$ cat config.mk
export PLATFORM = sky130hd
export DESIGN_NAME = mem_port_arbiter
export DESIGN_NICKNAME = d
export VERILOG_FILES = /design/src/rtl/mem_port_arbiter.sv
export SDC_FILE = /design/constraint.sdc
export NUM_CORES = 1
export LEC_CHECK = 0
export CAP_MARGIN = 20
export CORE_AREA = 2 2 153 155
export DETAILED_ROUTE_END_ITERATION = 10
export DIE_AREA = 0 0 155 157
export PLACE_DENSITY = 0.82
export SYNTH_ARGS = -nofsm -noshare
export SYNTH_HDL_FRONTEND = slang
export SYNTH_SLANG_ARGS = --single-unit
$ cat constraint.sdc
create_clock -name clk -period 1.7 [get_ports clk]
set_clock_uncertainty 0.05 [all_clocks]
set_input_delay 0.51 -clock clk [delete_from_list [all_inputs] [get_ports clk]]
set_output_delay 0.51 -clock clk [all_outputs]
set_load 0.1 [all_outputs]
$ cat src/rtl/mem_port_arbiter.sv
// Round-robin arbiter sharing one fixed-latency memory port between fetch and data.
// Optional alignment check enabled by defining MEM_ARB_ALIGN_CHK_EN.
module mem_port_arbiter #(
  parameter int MEM_LAT = 2,
  parameter int ADDR_W  = 32
) (
  input  logic              clk,
  input  logic              reset,
  input  logic              if_req,
  input  logic [ADDR_W-1:0] if_addr,
  output logic              if_gnt,
  output logic              if_rvalid,
  output logic [31:0]       if_rdata,
  input  logic              d_req,
  input  logic              d_we,
  input  logic [ADDR_W-1:0] d_addr,
  input  logic [63:0]       d_wdata,
  output logic              d_gnt,
  output logic              d_rvalid,
  output logic [63:0]       d_rdata,
  output logic              mem_en,
  output logic              mem_we,
  output logic [ADDR_W-1:0] mem_addr,
  output logic [63:0]       mem_wdata,
  input  logic [63:0]       mem_rdata,
`ifdef MEM_ARB_ALIGN_CHK_EN
  output logic              if_err,
  output logic              d_err,
`endif
  output logic              busy
);

  localparam logic [1:0] S_IDLE  = 2'd0;
  localparam logic [1:0] S_ISSUE = 2'd1;
  localparam logic [1:0] S_WAIT  = 2'd2;
  localparam logic [1:0] S_RESP  = 2'd3;

  localparam logic OWN_F = 1'b0;
  localparam logic OWN_D = 1'b1;

  localparam logic [3:0] LAT_M1 = 4'(MEM_LAT - 1);
  localparam logic       LAT1   = (MEM_LAT == 1);

  logic [1:0]        r_state;
  logic [3:0]        r_cnt;
  logic              r_owner;
  logic              r_last;
  logic [ADDR_W-1:0] r_addr;
  logic              r_we;
  logic [63:0]       r_wdata;
  logic [31:0]       r_if_rdata;
  logic [63:0]       r_d_rdata;

  logic w_idle;
  logic w_gnt_d;
  logic w_gnt_f;
  logic w_gnt;
  logic w_sample;
  logic w_mis;

  // Data wins a tie unless it owned the previous transaction.
  assign w_idle   = (r_state == S_IDLE) && !reset;
  assign w_gnt_d  = w_idle && d_req && (!if_req || (r_last == OWN_F));
  assign w_gnt_f  = w_idle && if_req && !w_gnt_d;
  assign w_gnt    = w_gnt_d || w_gnt_f;
  assign w_sample = ((r_state == S_ISSUE) && LAT1) ||
                    ((r_state == S_WAIT) && (r_cnt == 4'd1));

`ifdef MEM_ARB_ALIGN_CHK_EN
  logic r_mis;

  assign w_mis  = w_gnt_d ? (d_addr[2:0] != 3'd0)
                          : (if_addr[1:0] != 2'd0);
  assign if_err = (r_state == S_RESP) && (r_owner == OWN_F) && r_mis;
  assign d_err  = (r_state == S_RESP) && (r_owner == OWN_D) && r_mis;

  always_ff @(posedge clk) begin
    if (reset) begin
      r_mis <= 1'b0;
    end else if (w_gnt) begin
      r_mis <= w_mis;
    end
  end
`else
  assign w_mis = 1'b0;
`endif

  always_ff @(posedge clk) begin
    if (reset) begin
      r_state    <= S_IDLE;
      r_cnt      <= 4'd0;
      r_owner    <= OWN_F;
      r_last     <= OWN_F;
      r_addr     <= '0;
      r_we       <= 1'b0;
      r_wdata    <= '0;
      r_if_rdata <= '0;
      r_d_rdata  <= '0;
    end else begin
      case (r_state)
        S_IDLE: begin
          if (w_gnt) begin
            r_owner <= w_gnt_d;
            r_last  <= w_gnt_d;
            r_addr  <= w_gnt_d ? d_addr : if_addr;
            r_we    <= w_gnt_d && d_we;
            r_wdata <= w_gnt_d ? d_wdata : '0;
            r_state <= w_mis ? S_RESP : S_ISSUE;
          end
        end
        S_ISSUE: begin
          r_cnt   <= LAT_M1;
          r_state <= LAT1 ? S_RESP : S_WAIT;
        end
        S_WAIT: begin
          r_cnt <= r_cnt - 4'd1;
          if (r_cnt == 4'd1) begin
            r_state <= S_RESP;
          end
        end
        default: r_state <= S_IDLE;
      endcase
      // Stores return zero so d_rvalid is a plain acknowledgement.
      if (w_sample) begin
        if (r_owner == OWN_D) begin
          r_d_rdata <= r_we ? 64'd0 : mem_rdata;
        end else begin
          r_if_rdata <= mem_rdata[63:32];
        end
      end
    end
  end

  assign if_gnt    = w_gnt_f;
  assign d_gnt     = w_gnt_d;
  assign if_rvalid = (r_state == S_RESP) && (r_owner == OWN_F);
  assign d_rvalid  = (r_state == S_RESP) && (r_owner == OWN_D);
  assign if_rdata  = r_if_rdata;
  assign d_rdata   = r_d_rdata;
  assign mem_en    = (r_state == S_ISSUE);
  assign mem_we    = (r_state == S_ISSUE) && r_we;
  assign mem_addr  = r_addr;
  assign mem_wdata = r_wdata;
  assign busy      = (r_state != S_IDLE);

endmodule

==> flow_metrics.env <==
export IMPL_status="finished, violations left"
export IMPL_violated_checks="setup timing"
export IMPL_antenna_violations_before_repair=0
export IMPL_routed_top_layer="met4"
export IMPL_final_min_clock_period_ps=2190
export IMPL_path_class="flip-flop to output port"
export IMPL_drc=0
export IMPL_numCtsBuffers=17
export IMPL_grt_overflow_total=0
export IMPL_vdd_ir_drop_worst_mv=0.956
export IMPL_critPathRequiredTime_ps=1140
export IMPL_ys_ff_latch=200
export IMPL_fin_setup_tns_ps=-36980
export IMPL_drt_wl_total_mm=36.2
export IMPL_tightest_slew_ps=724
export IMPL_largest_net_degree_at_the_start_of_global_routing=123
export IMPL_via_count=8759
export IMPL_detailed_place_hpwl_mm=20.5
export IMPL_cts_root_to_sink_buffers=2
export IMPL_timing_final_hold_violations=0
export IMPL_slew_limit_headroom_pct=51.7
export IMPL_ant_nets=0
export IMPL_final_critical_path_setup_slack_ps=-489
export IMPL_final_nets=1525
export IMPL_power_switching_fraction_pct=42.0
export IMPL_synth_seq_area_share_pct=53.0
export IMPL_internal_power_mw=11.1
export IMPL_synthDominantCellAreaShare_pct=53.0
export IMPL_wl_per_cell_microns=22.3
export IMPL_worst_setup_hold_path_clk_slew_ps=80
export IMPL_grtUsageTotal_pct=25.9
export IMPL_drive_gt1_share_pct=45.3
export IMPL_synth_cell_type_count=34
export IMPL_synth_cells=874
export IMPL_cts_tree="yes"
export IMPL_dr_wl_met2_mm=19.0
export IMPL_power_switching_mw=8.05
export IMPL_post_synth_top_area_cell="sky130_fd_sc_hd__dfxtp_1"
export IMPL_post_route_util_pct=76.0
export IMPL_diode_insertion_count_for_antenna_repair=0
export IMPL_path_buf_inv=2
export IMPL_clk_insertion_delay_late_ps=420
export IMPL_fp_dieArea_sq_mm=0.0243
export IMPL_ctsHtreeMaxLevel=4
export IMPL_initial_cell_density_of_the_core_pct=33.6
export IMPL_path_cells="inv_2, ha_4, nor2b_4, nand3_4, and3_4, buf_12"
export IMPL_critical_path_arrival_ps=1630
export IMPL_max_stage_delay_ps=330
export IMPL_maxCapViolations=0
export IMPL_worst_setup_path_start_kind="flip-flop"
export IMPL_final_cell_count_no_fill=1620
export IMPL_synth_yosys_warnings=0
export IMPL_setup_violations=201
export IMPL_numPlacedInstances=1521
export IMPL_period_share_pct=129
export IMPL_drt_met1_wl_mm=12.8
export IMPL_fmax_mhz=457
export IMPL_drv_slew=0
export IMPL_synth_area_sq_mm=0.00755
export IMPL_synth_fp_nets=1077
export IMPL_dieWidth_microns=155
export IMPL_grt_pass1_vias=8876
export IMPL_syn_mean_instance_area_sq_um=8.64
export IMPL_routabilityCongestion=0.785
export IMPL_grt_setup_unrepaired="true"
export IMPL_clkPwrFrac_pct=22.2
export IMPL_worstSetupEndpointType="output port"
export IMPL_p_total_mw=19.2
export IMPL_port_buffer_count=395
export IMPL_post_drt_via_cell_ratio=5.41
export IMPL_drt_first_pass_iters=5
export IMPL_wl_met3_mm=2.53
export IMPL_master_of_the_slowest_instance_on_the_critical_path="sky130_fd_sc_hd__dfxtp_2"
export IMPL_largest_delay_contributor_family_on_the_critical_path="simple AND/OR/NAND/NOR gates"
export IMPL_grt_pass1_wl_mm=49.0
export IMPL_detail_route_iter0_violations=565
export IMPL_y_dimension_of_the_die_microns=157
export IMPL_cts_root_buffer="sky130_fd_sc_hd__clkbuf_16"
export IMPL_cts_num_sinks=200
export IMPL_share_comb_of_total_power_pct=48.3
export IMPL_row_count=55
export IMPL_area_growth_pct=127
export IMPL_power_leakage_nw=6.16
export IMPL_synthTopCellsByArea="sky130_fd_sc_hd__dfxtp_1 53%, sky130_fd_sc_hd__a21oi_1 6.6%, sky130_fd_sc_hd__nor2_1 6.6%"
export IMPL_power_sequential_fraction_pct=29.4
export IMPL_io_pin_count=396
export IMPL_coreArea_sq_mm=0.0225
export IMPL_power_density_mw_per_mm2=1120
export IMPL_critical_path_max_fanout=3
export IMPL_hold_class="flip-flop to flip-flop"
==> worst paths after layout <==
path                            start                        to  slack, ps  cells past startpoint
max           r_state[0]$_SDFFE_PP0P_                    if_gnt       -490                      6
min          d_rdata[41]$_SDFFE_PP0P_  d_rdata[41]$_SDFFE_PP0P_        440                      2
max reg2reg   r_state[0]$_SDFFE_PP0P_  d_rdata[58]$_SDFFE_PP0P_       -330                     13
min reg2reg  d_rdata[41]$_SDFFE_PP0P_  d_rdata[41]$_SDFFE_PP0P_        440                      2
==> tightest hold or removal path, delay by kind of cell, from the launching register on <==
kind / cells / cell delay [ps]
and+or+nand+nor: 1 / 60
DFF: 1 / 340
AOI/OAI and AO/OA: 1 / 50
==> kinds of logic after synthesis <==
kind of cell	share of synthesized area, %
simple gates	26.1
flops	53.0
compound gates	13.7
buf+inv	6.02
fa+ha+maj	0.994
mux	0.133
==> routing by layer <==
layer	track usage, %	vias up
met1	27.5	4275
li1	-	3898
met4	13.0	0
met3	7.46	114
met2	46.9	472
met5	0	-
==> layout make-up <==
class | instances | area [sq um]
multi-input combinational | 590 | 4430
timing repair buffer | 506 | 7670
clock inverter | 14 | 183
clock buffer | 18 | 429
fill | 1228 | 5390
tap | 285 | 357
sequential | 200 | 4010
inverter | 7 | 35.0
==> synth_stat cells <==
cell / count
sky130_fd_sc_hd__nand3_2: 1
sky130_fd_sc_hd__a221oi_1: 1
sky130_fd_sc_hd__nor3b_1: 1
sky130_fd_sc_hd__nand2b_1: 4
sky130_fd_sc_hd__nand3b_1: 65
sky130_fd_sc_hd__ha_1: 6
sky130_fd_sc_hd__nor2b_4: 1
sky130_fd_sc_hd__mux2i_1: 1
sky130_fd_sc_hd__nor2b_1: 2
sky130_fd_sc_hd__nor2_1: 133
sky130_fd_sc_hd__o22ai_1: 1
sky130_fd_sc_hd__nand3_1: 2
sky130_fd_sc_hd__and2_1: 2
sky130_fd_sc_hd__o21a_1: 1
sky130_fd_sc_hd__dfxtp_1: 200
sky130_fd_sc_hd__and4bb_1: 1
sky130_fd_sc_hd__clkbuf_2: 1
sky130_fd_sc_hd__a22oi_1: 65
sky130_fd_sc_hd__nand4b_1: 1
sky130_fd_sc_hd__buf_4: 8
sky130_fd_sc_hd__buf_8: 7
sky130_fd_sc_hd__buf_2: 23
sky130_fd_sc_hd__nor3_1: 33
sky130_fd_sc_hd__a21oi_1: 100
sky130_fd_sc_hd__buf_1: 1
sky130_fd_sc_hd__o21ai_0: 3
sky130_fd_sc_hd__o21ai_2: 1
sky130_fd_sc_hd__and3_1: 1
sky130_fd_sc_hd__nor4_1: 32
sky130_fd_sc_hd__nand2_1: 131
sky130_fd_sc_hd__and2_4: 1
sky130_fd_sc_hd__inv_1: 6
sky130_fd_sc_hd__clkbuf_1: 37
sky130_fd_sc_hd__inv_2: 1
==> flip-flops by register name, indices dropped and copies added (netlist names) <==
signal	flops
r_cnt	4
if_rdata	32
r_last	1
mem_addr	32
d_rdata	64
r_state	2
r_we	1
mem_wdata	64
==> cells in the final DEF, fill, tap and decap left out, types with 5 or more instances in the layout <==
cell type	count
sky130_fd_sc_hd__nand2_4	69
sky130_fd_sc_hd__clkdlybuf4s50_1	194
sky130_fd_sc_hd__nor2_1	132
sky130_fd_sc_hd__buf_16	21
sky130_fd_sc_hd__buf_6	28
sky130_fd_sc_hd__clkbuf_16	19
sky130_fd_sc_hd__a21oi_1	12
sky130_fd_sc_hd__nor4_1	27
sky130_fd_sc_hd__nor3_2	15
sky130_fd_sc_hd__a22oi_2	28
sky130_fd_sc_hd__nand2_1	33
sky130_fd_sc_hd__dfxtp_1	197
sky130_fd_sc_hd__a22oi_1	37
sky130_fd_sc_hd__buf_4	33
sky130_fd_sc_hd__buf_12	223
sky130_fd_sc_hd__a21oi_2	88
sky130_fd_sc_hd__nor4_2	5
sky130_fd_sc_hd__nor3_1	14
sky130_fd_sc_hd__nand2_2	28
sky130_fd_sc_hd__nand3b_1	65
==> repair_timing <==
| item | CTS | global route |
|---|---|---|
| setup buffers | 31 | 28 |
| resized for setup | 83 | 337 |
| setup endpoints to repair | 161 | 203 |
| gates cloned | 24 | 3 |
| hold buffers | 0 | 0 |
| pin swaps | 67 | 147 |
==> metrics by stage <==
step,hold slack [ps],setup WS (ps),cell area [sq um]
after floorplan,399,-168,7610
after global placement,413,-411,14000
after detailed placement,431,-454,14000
after CTS,441,-491,15800
after global routing,459,-554,17100
final,441,-489,17100
==> power by group through the flow <==
stage                     Sequential [mW]  Clock (mW)  Combinational, mW
final                                5.64        4.26               9.26
after global routing                 5.67        4.52               9.55
after CTS                            5.59        4.33               8.63
after detailed placement             5.69           0               7.71
after global placement               5.67           0               7.58
after floorplan                      8.22           0               1.88
No activity file was read; power rests on OpenSTA's default activity.
==> patch 1: new RTL, same settings <==
The parameter `ADDR_W` goes from 32 to 48.
--- a/src/rtl/mem_port_arbiter.sv
+++ b/src/rtl/mem_port_arbiter.sv
@@ -2,7 +2,7 @@
 // Optional alignment check enabled by defining MEM_ARB_ALIGN_CHK_EN.
 module mem_port_arbiter #(
   parameter int MEM_LAT = 2,
-  parameter int ADDR_W  = 32
+  parameter int ADDR_W  = 48
 ) (
   input  logic              clk,
   input  logic              reset,
Ports: changed (resized d_addr, if_addr and mem_addr); port bits go from 396 to 444. The function was not compared with the original's and may differ.
==> patch 1 against the unedited design <==
- the flow still finishes with violations (negative setup slack)
- count of clock-buffer cells in the layout up 14
- total power up 25%
- area after synthesis up 8.7%
- final area up 8.0%
- via count up 16%
- non-clock buffer count up 51
- synthesized cell count up 10%
- worst setup slack worse by 110 ps
- wire length up 25%
- core utilization up 6.1 points
- register-to-register slack worse by 90 ps
- global-route usage up 5.6 points
- sequential cell count up 16
- critical endpoint unchanged
- largest cell class unchanged
==> patch 1: results (changes against the unedited design) <==
| Metric | Value |
|---|---|
| Status | finished, violations left |
| Violated checks | negative setup slack |
| Flop-to-flop setup slack | -420 ps (-90 ps) |
| Initial DRC count | 753 (+33%) |
| Post-Syn Area per Cell | 8.51 um^2 (-1.5%) |
| Largest cells by area after synthesis | dfxtp_1 (53%), nor2_1 (7.5%), a21oi_1 (6.1%) |
| Met1 usage | 32.5% (+5.0 points) |
| Synth cell types | 33 (-2.9%) |
| Vias/cell | 5.73 (+6.0%) |
| Total Routed Length | 45.3 mm (+25%) |
| CLK BUF | 32 (+14) |
| Clock buffer depth | 3 (+1) |
| Tightest Pin Transition | 755 ps (+31.4 ps) |
| Nets@finish | 1,696 (+11%) |
| Cell Area, Placed | 15,300 um^2 (+9.4%) |
| H-tree Lvls | 1 (-3) |
| Commonest cells in the netlist | dfxtp_1 (216), nor2_1 (165), nand2_1 (131), a21oi_1 (100) |
| Setup-failing EPs final | 241 (+20%) |
| Final setup margin | -595 ps (-107 ps) |
| IO Port Bufs | 443 (+12%) |
| Dpl ws | -477 ps (-23.5 ps) |
| Clk Latency, worst-skew pair | 530 ps (+110 ps) |
| CTS buffer count | 24 (+7) |
| Final hold slack | 438 ps (-3.51 ps) |
| Met3 usage | 8.23% (+0.77 points) |
| Fraction of area in multi-input gates | 24.0% (-1.9 points) |
| Routed length per instance | 25.6 um (+15%) |
| Final design utilization | 82.1% (+6.1 points) |
patch 1: timing repair:
item | 4_1_cts | 5_1_grt
endpoints found under the hold margin | 0 | 0
cloned | 21 | 6
pin swaps | 86 | 46
endpoints found under the setup margin | 182 | 289
buffers inserted | 35 | 13
resized for setup | 172 | 137
patch 1: worst paths after layout:
path	start	end	cells past startpoint
hold / removal	r_cnt[1]	r_cnt[1]	2
hold reg to reg	r_cnt[1]	r_cnt[1]	2
setup reg to reg	r_state[0]	mem_addr[23]	11
setup / recovery	r_state[0]	if_gnt	6
patch 1: logic make-up (layout without fill, tap and decap cells):
kind of cell	count (synthesis)	count (layout)	synth area share, %
simple gates	475	476	27.6
flops	216	216	52.7
compound gates	172	172	12.6
buf+inv	94	608	6.07
fa+ha+maj	6	6	0.915
mux	1	1	0.122
other cells	0	2	0
patch 1: report_power, final:
group          internal, mW  switching [mW]  leakage (nW)
combinational          4.63            6.84          4.58
clock                  3.85            2.27         0.461
sequential             5.62           0.643          1.77
==> patch 2: new RTL, config.mk and constraints unchanged <==
Made on the original files. Build with the macro `MEM_ARB_ALIGN_CHK_EN` defined.
--- a/src/rtl/mem_port_arbiter.sv
+++ b/src/rtl/mem_port_arbiter.sv
@@ -1,5 +1,7 @@
 // Round-robin arbiter sharing one fixed-latency memory port between fetch and data.
 // Optional alignment check enabled by defining MEM_ARB_ALIGN_CHK_EN.
+`define MEM_ARB_ALIGN_CHK_EN
+
 module mem_port_arbiter #(
   parameter int MEM_LAT = 2,
   parameter int ADDR_W  = 32
Check against the original RTL (old outputs only; new: d_err and if_err): not equivalent (Yosys sat finds a counterexample within 4 cycles, from zero or initial values and one cycle with reset high).
==> patch 2 against the unedited design <==
- worst setup slack worse by 120 ps
- the flow still finishes with violations (negative setup slack)
- highest routed layer unchanged
- via count up 0.34%
- wire length up 6.6%
- area after synthesis up 1.3%
- critical path depth up 1
- total power up 13%
- final area down 0.63%
- sequential cell count up 1
==> patch 2: results (changes against the unedited design) <==
| Metric | Value |
|---|---|
| Clk Latency, worst-skew pair | 530 ps (+110 ps) |
| Violated checks | negative setup slack |
| Hold path depth | 3 (+1) |
| Fin Setup TNS | -27,830 ps (+9150 ps) |
| Max_slew headroom | 41.6% (-10 points) |
| Commonest cells in the netlist | dfxtp_1 (201), nand2_1 (132), nor2_1 (106), a21oi_1 (102) |
| Total Routed Length | 38.6 mm (+6.6%) |
| Final setup margin | -608 ps (-120 ps) |
| Dpl ws | -554 ps (-100 ps) |
| Multiplexer area fraction after synthesis | 4.19% (+4.1 points) |
| Nets@finish | 1,506 (-1.2%) |
| Peak supply drop | 0.000921 V (-3.6%) |
| P_leak | 6.21 nW (+0.85%) |
| Post-synthesis sequential area ratio | 52.6% (-0.41 points) |
| Crit path DAT | 1750 ps (+120 ps) |
| Flop-to-flop setup slack | -360 ps (-30 ps) |
| Detail Placement HPWL | 20.5 mm (-0.32%) |
| Filler Cell Count | 1,225 (-0.24%) |
| Global-route wire length before repair | 47.7 mm (-2.5%) |
| Gp weighted congestion | 0.819 (+4.3%) |
| Worst-path clk slew | 60 ps (-20 ps) |
| Synthesized Nets | 1,063 (-1.3%) |
| Setup-failing EPs final | 169 (-16%) |
| Post-Syn Area per Cell | 8.90 um^2 (+3.0%) |
| Status | finished, violations left |
| Clock buffer depth | 3 (+1) |
| Share of layout cells above drive strength 1 | 44.4% (-0.90 points) |
| Compound-cell area share of the yosys netlist | 17.0% (+3.3 points) |
| Vias/cell | 5.49 (+1.5%) |
| H-tree Lvls | 1 (-3) |
| Depth of the worst register-to-register path | 9 (-4) |
| Hold Path Class | in2reg |
| Initial DRC count | 449 (-21%) |
| Internal | 12.7 mW (+14%) |
| Adder-Cell Fraction of Synth Area | 1.15% (+0.15 points) |
| Total track usage | 24.9% (-0.95 points) |
| Largest net degree at the start of global routing | 146 (+19%) |
-- patch 2: area by class of cell --
type / instances / share of cell area (%)
clock buffers: 37 / 4.05
clock inverters: 3 / 0.324
inverters: 6 / 0.147
multi-input cells: 575 / 24.6
flip-flops and latches: 201 / 24.3
well taps: 285 / 2.10
repair buffers: 495 / 44.6
-- patch 2: power by group through the flow --
| stage | combinational [mW] | sequential (mW) | clock [mW] |
|---|---|---|---|
| final | 10.8 | 5.88 | 5.01 |
| after global routing | 11.1 | 5.92 | 5.25 |
| after CTS | 9.75 | 5.78 | 5.03 |
| after detailed placement | 8.77 | 5.86 | 0 |
| after global placement | 8.63 | 5.83 | 0 |
| after floorplan | 2.22 | 8.73 | 0 |
-- patch 2: kinds of logic after synthesis --
family / count (synthesis)
simple gates: 327
compound gates: 208
flops: 201
buf+inv: 84
mux: 32
fa+ha+maj: 7
-- patch 2: metal layers --
metal	part of all wire, %	wire [um]	track usage [%]	up-vias
li1	-	-	-	3873
met1	35	13600	26.9	4304
met2	51	19800	45.7	492
met3	8.3	3180	6.91	120
met4	5.1	1960	10.8	0
met5	0	0	0	-
-- patch 2: metrics by stage --
| stage | instance area [um^2] | std cells |
|---|---|---|
| 2_1_floorplan | 7710 | 859 |
| 3_3_place_gp | 14200 | 1506 |
| 3_5_place_dp | 14200 | 1506 |
| 4_1_cts | 15700 | 1573 |
| 5_1_grt | 17000 | 1602 |
| 6_report | 17000 | 1602 |
-- patch 2: what timing repair did --
item	4_1_cts	5_1_grt
hold buffers	0	0
cloned	13	27
resized for setup	83	246
setup buffers	14	12
pin swaps	44	180
setup endpoints to repair	59	241
-- patch 2: worst min-delay path by stage --
stage,slack (ps),startpoint,end
floorplan,400,r_mis,r_mis
global placement,420,d_rdata[2],d_rdata[2]
detailed placement,430,d_rdata[25],d_rdata[25]
CTS,240,reset,r_state[0]
global route,260,reset,r_state[0]
finish,250,reset,r_state[0]
-- patch 2: worst max-delay path: stages, from the launching register on --
cell and delay [ps]:
dfxtp_2 330, inv_2 80, ha_4 130, nor2b_4 180, buf_6 130, nand2_4 50
nor2_4 130, buf_12 180
